===== src/rtl/mem_arbiter.sv =====
// mem_arbiter
//   N-port arbiter between L1/DMA requesters and a single backend memory port.
//   One transaction in flight at a time. The arbitration policy is fixed priority
//   (port 0 highest) or round-robin. Reads that get no response raise a timeout error.
//
// Ports
//   clock, reset            rising-edge clock, asynchronous active-low reset
//   req_valid/write/addr/wdata  per-port request, addr/wdata packed port i at [i*W +: W]
//   req_ready               one-hot accept pulse (IDLE only)
//   resp_valid              one-hot completion pulse; resp_data/resp_error qualify it
//   stall                   per-port "still waiting" indication
//   mc_req/write/addr/wdata backend request, held stable until mc_ready
//   mc_ready                backend accepts mc_req
//   mc_rvalid/mc_rdata      backend read return (only observed in WAIT_RESP)
module mem_arbiter #(
  parameter int NUM_PORTS  = 2,
  parameter int ADDR_WIDTH = 32,
  parameter int DATA_WIDTH = 32,
  parameter int RR_MODE    = 0,
  parameter int TIMEOUT    = 255
) (
  input  logic                             clock,
  input  logic                             reset,
  input  logic [NUM_PORTS-1:0]             req_valid,
  input  logic [NUM_PORTS-1:0]             req_write,
  input  logic [NUM_PORTS*ADDR_WIDTH-1:0]  req_addr,
  input  logic [NUM_PORTS*DATA_WIDTH-1:0]  req_wdata,
  output logic [NUM_PORTS-1:0]             req_ready,
  output logic [NUM_PORTS-1:0]             resp_valid,
  output logic [DATA_WIDTH-1:0]            resp_data,
  output logic                             resp_error,
  output logic [NUM_PORTS-1:0]             stall,
  output logic                             mc_req,
  output logic                             mc_write,
  output logic [ADDR_WIDTH-1:0]            mc_addr,
  output logic [DATA_WIDTH-1:0]            mc_wdata,
  input  logic                             mc_ready,
  input  logic                             mc_rvalid,
  input  logic [DATA_WIDTH-1:0]            mc_rdata
);

  localparam int PW = (NUM_PORTS > 1) ? $clog2(NUM_PORTS) : 1;
  localparam int CW = $clog2(TIMEOUT + 1) + 1;

  typedef enum logic [1:0] {IDLE, ISSUE, WAIT_RESP, RESP} state_t;

  state_t                 state_q, state_d;
  logic [PW-1:0]          grant, rr_idx, g_q, rr_last_q;
  logic [NUM_PORTS-1:0]   grant_oh, g_oh;
  logic                   any_valid, accept, in_idle, in_resp;
  logic                   write_q, err_q, err_d, timeout_hit;
  logic [CW-1:0]          cnt_q, cnt_inc;
  logic [ADDR_WIDTH-1:0]  addr_q;
  logic [DATA_WIDTH-1:0]  wdata_q, rdata_q;

  assign any_valid = |req_valid;
  assign in_idle   = (state_q == IDLE);
  assign in_resp   = (state_q == RESP);
  assign accept    = in_idle && any_valid;
  assign grant_oh  = NUM_PORTS'(1) << grant;
  assign g_oh      = NUM_PORTS'(1) << g_q;

  // Counter is pre-incremented so the timeout fires in the TIMEOUT-th WAIT_RESP cycle.
  assign cnt_inc     = cnt_q + CW'(1);
  assign timeout_hit = (TIMEOUT != 0) && (cnt_inc == CW'(TIMEOUT));

  always_comb begin
    grant  = '0;
    rr_idx = '0;
    if (RR_MODE != 0) begin
      // Walk downwards so the first valid port after rr_last_q is assigned last and wins.
      for (int k = NUM_PORTS; k >= 1; k--) begin
        rr_idx = PW'((int'(rr_last_q) + k) % NUM_PORTS);
        if (req_valid[rr_idx]) grant = rr_idx;
      end
    end else begin
      for (int i = NUM_PORTS - 1; i >= 0; i--) begin
        if (req_valid[i]) grant = PW'(i);
      end
    end
  end

  always_comb begin
    state_d = state_q;
    err_d   = err_q;
    case (state_q)
      IDLE: begin
        if (any_valid) begin
          state_d = ISSUE;
          err_d   = 1'b0;
        end
      end
      ISSUE: begin
        if (mc_ready) state_d = write_q ? RESP : WAIT_RESP;
      end
      WAIT_RESP: begin
        // Returned data takes precedence over a timeout landing in the same cycle.
        if (mc_rvalid) begin
          state_d = RESP;
          err_d   = 1'b0;
        end else if (timeout_hit) begin
          state_d = RESP;
          err_d   = 1'b1;
        end
      end
      RESP:    state_d = IDLE;
      default: state_d = IDLE;
    endcase
  end

  always_ff @(posedge clock or negedge reset) begin
    if (!reset) begin
      state_q   <= IDLE;
      g_q       <= '0;
      rr_last_q <= PW'(NUM_PORTS - 1);
      write_q   <= 1'b0;
      err_q     <= 1'b0;
      cnt_q     <= '0;
    end else begin
      state_q <= state_d;
      err_q   <= err_d;
      cnt_q   <= (state_q == WAIT_RESP && state_d == WAIT_RESP) ? cnt_inc : '0;
      if (accept) begin
        g_q       <= grant;
        rr_last_q <= grant;
        write_q   <= req_write[grant];
      end
    end
  end

  // Transaction payload; consumers only look at it through state-qualified outputs.
  always_ff @(posedge clock) begin
    if (accept) begin
      addr_q  <= req_addr[grant*ADDR_WIDTH +: ADDR_WIDTH];
      wdata_q <= req_wdata[grant*DATA_WIDTH +: DATA_WIDTH];
      rdata_q <= '0;
    end else if (state_q == WAIT_RESP && mc_rvalid) begin
      rdata_q <= mc_rdata;
    end
  end

  // Combinational outputs that depend on req_valid are gated so reset forces them low.
  assign req_ready  = (reset && accept) ? grant_oh : '0;
  assign resp_valid = in_resp ? g_oh : '0;
  assign resp_data  = in_resp ? rdata_q : '0;
  assign resp_error = in_resp && err_q;
  assign mc_req     = (state_q == ISSUE);
  assign mc_write   = mc_req && write_q;
  assign mc_addr    = mc_req ? addr_q : '0;
  assign mc_wdata   = mc_req ? wdata_q : '0;

  always_comb begin
    stall = '0;
    if (reset) begin
      if (in_idle) stall = req_valid & ~req_ready;
      else         stall = (req_valid | g_oh) & ~resp_valid;
    end
  end

endmodule


===== config.mk =====
export PLATFORM = sky130hd
export DESIGN_NAME = mem_arbiter
export DESIGN_NICKNAME = d
export VERILOG_FILES = /design/src/rtl/mem_arbiter.sv
export SDC_FILE = /design/constraint.sdc
export NUM_CORES = 1
export LEC_CHECK = 0
export CAP_MARGIN = 20
export CORE_ASPECT_RATIO = 1.4
export CORE_MARGIN = 4
export CORE_UTILIZATION = 43
export DETAILED_ROUTE_END_ITERATION = 6
export PLACE_DENSITY = 0.86
export SLEW_MARGIN = 20
export SYNTH_ARGS = -nofsm -noshare
export SYNTH_HDL_FRONTEND = slang
export SYNTH_SLANG_ARGS = --single-unit

===== constraint.sdc =====
create_clock -name clock -period 6.3 [get_ports clock]
set_input_delay 1.575 -clock clock [delete_from_list [all_inputs] [get_ports clock]]
set_output_delay 1.575 -clock clock [all_outputs]
set_load 0.02 [all_outputs]

==> run metrics <==
total CTS buffers 9; Slew @ Worst Pin 1.03 ns; Max Clock Skew 0.00866 ns; min cycle time layout 4.81 ns; first-pass GRT wire length 24000 um; post-route DRC violation count 0; Pwr per Cell Area 360 mW/mm2; final non-filler cell total 875; FP Rows 47; pin count of the biggest net entering global routing 69; IO buf count 272; initial antenna violation count 0; Power Total 3.02 mW; clk_lat worst skew 0.34 ns; placed insts 858; per-cell routed wire length 17.8 um; Worst setup SP type primary input; area of the die 0.0141 mm2; fill count 865; layout cells sized above 1 between 10% and 20%; synth warn 0; Die Height 139 um; hold_buf cts 0; Final Cycle Share 76.3%; r2r setup slk around 3.4 ns; DP HPWL 11900 um; final hold vios 0; sequential share of the synthesized area a little under three fifths; Die W 102 um; post-synthesis register bit count 110; core area 0.0119 mm2; Worst Setup End Kind primary output; WL final 15500 um; gr usage total 21.8%; Ports between 200 and 300; worst min path class flop to flop; Inserted Diodes 0; Max-Cap Viols 0; Detailed Route Iter0 Violations between 100 and 150; via count 4455; Mapped Avg Cell Area roughly 11 um2; Final setup viols 0; pins over their slew limit 0; Initial Util 44.1%; post-cts sizing count 0; Synth Instances 470; vias in the first global route 4766; share of flip-flops with an asynchronous set or reset 12.7%; clk buf depth 2; Antenna Violating Nets Remaining 0; root buf cell clkbuf_16; htree depth 3; clock transition at the registers of the reported paths 0.06 ns; Area growth, synth to finish 59.3%; Hold WS 0.451 ns; Setup WS pre-CTS around 1.5 ns; syn nets 640; Crit path required time 4.72 ns; P_leak 3.14 nW; CTS tree yes; Slew Limit Headroom 31.2%; Placement Cell Area 0.00806 mm2; Post-synth EDFFs between 60 and 70; Avg Vias per Cell around 5.1; crit path max fanout 18; final net count roughly 890; Most used DFF post-synth edfxtp_1; critical path class primary input to primary output; Mapped Area ~0.0053 mm2; Synth cell types 36; worst ir drop on vdd about 200 uV; status complete, no violations; critical path data arrival time between 3 and 4 ns; GPL Wtd Cong ~0.8; Setup Fix Bufs, Post-CTS 0; CTS sink count between 100 and 150; fmax 0.208 GHz; Sum Neg Setup Slack 0 ns; fin area 0.00839 mm2; GR Overflow Total 0; PnR worst setup slack 1.49 ns; Pre-antenna DRT Iters 4; RSZ-0062 raised after global routing false; Final Util 70.3%
-- where the power goes --
group / internal [mW] / switching, mW / total (mW)
combinational: 0.613 / 0.695 / 1.31
clock: 0.341 / 0.244 / 0.585
sequential: 1.01 / 0.117 / 1.12
total: 1.96 / 1.06 / 3.02
-- layer usage --
| metal | routed length [um] | up-vias | GRT usage [%] |
|---|---|---|---|
| met2 | 8780 | 205 | 41.3 |
| met3 | 1330 | 26 | 6.69 |
| li1 | - | 2132 | - |
| met4 | 386 | 0 | 7.21 |
| met5 | 0 | - | 0 |
| met1 | 5040 | 2092 | 21.8 |
-- Yosys cell counts (all sizes together) (2+ instances only) --
cell	count	area (um2)
nand2b	2	12.5
mux2	64	721
nor3b	2	20.0
nor2	7	26.3
o21ai	3	15.0
dfrtp	14	350
clkbuf	16	60.1
a21oi	38	190
a211oi	6	70.1
nand3	5	25.0
nor3	2	10.0
and2	66	413
nor2b	4	25.0
and3	35	219
inv	3	11.3
buf	18	101
xnor2	3	26.3
ha	2	25.0
a21o	2	15.0
edfxtp	64	1920
xor2	3	33.8
nand2	71	267
dfxtp	32	641
-- critical path: stages --
cell and delay [ns]:
clkdlybuf4s50_1 0.45, buf_4 0.23, o21ai_0 0.13, a211oi_1 0.21, clkdlybuf4s50_1 0.63
-- state kept, by name (all words and copies together) (netlist names) --
signal and cells:
err_q 1, addr_q 32, cnt_q 9, state_q 2, write_q 1, rdata_q 32
g_q 1, wdata_q 32
-- path summary, 6_finish.rpt --
check,start,to,depth (start not counted)
setup / recovery,reset,stall[1],5
hold / removal,rdata_q[4],rdata_q[4],2
setup reg to reg,state_q[1],wdata_q[18],3
hold reg to reg,rdata_q[4],rdata_q[4],2
max in group asynchronous,reset,err_q,2
min in group asynchronous,reset,state_q[1],2
-- final cells by class --
class                      count  area, um2  area share (%)
sequential                   110       2910            34.7
timing repair buffer         276       2770            33.0
multi-input combinational    323       2200            26.3
clock buffer                  12        268            3.19
tap                          147        184            2.19
clock inverter                 4       43.8           0.522
inverter                       3       11.3           0.134
-- layout by cell type (no fill, tap or decap), types with 2 or more instances in the layout --
cell type,n
clkdlybuf4s50_1,272
nand2_1,71
and2_1,65
mux2_2,64
edfxtp_1,64
a21oi_1,38
and3_1,35
dfxtp_1,32
dfrtp_1,14
clkbuf_16,10
nor2_1,7
nand3_1,5
a211oi_2,5
inv_1,4
xnor2_1,3
o21ai_0,3
buf_4,3
nor2b_4,2
nor3_1,2
nor2b_1,2
xor2_1,2
nand2b_1,2
a21o_1,2
ha_1,2
clkinv_2,2
-- kinds of logic after synthesis --
family	Yosys count	share of synthesized area [%]
fa+ha+maj	2	0.475
xor+xnor	6	1.14
simple gates	198	19.9
flops	110	55.3
buf+inv	37	3.28
compound gates	52	5.99
mux	65	13.9
(Power assumes the default switching activity.)
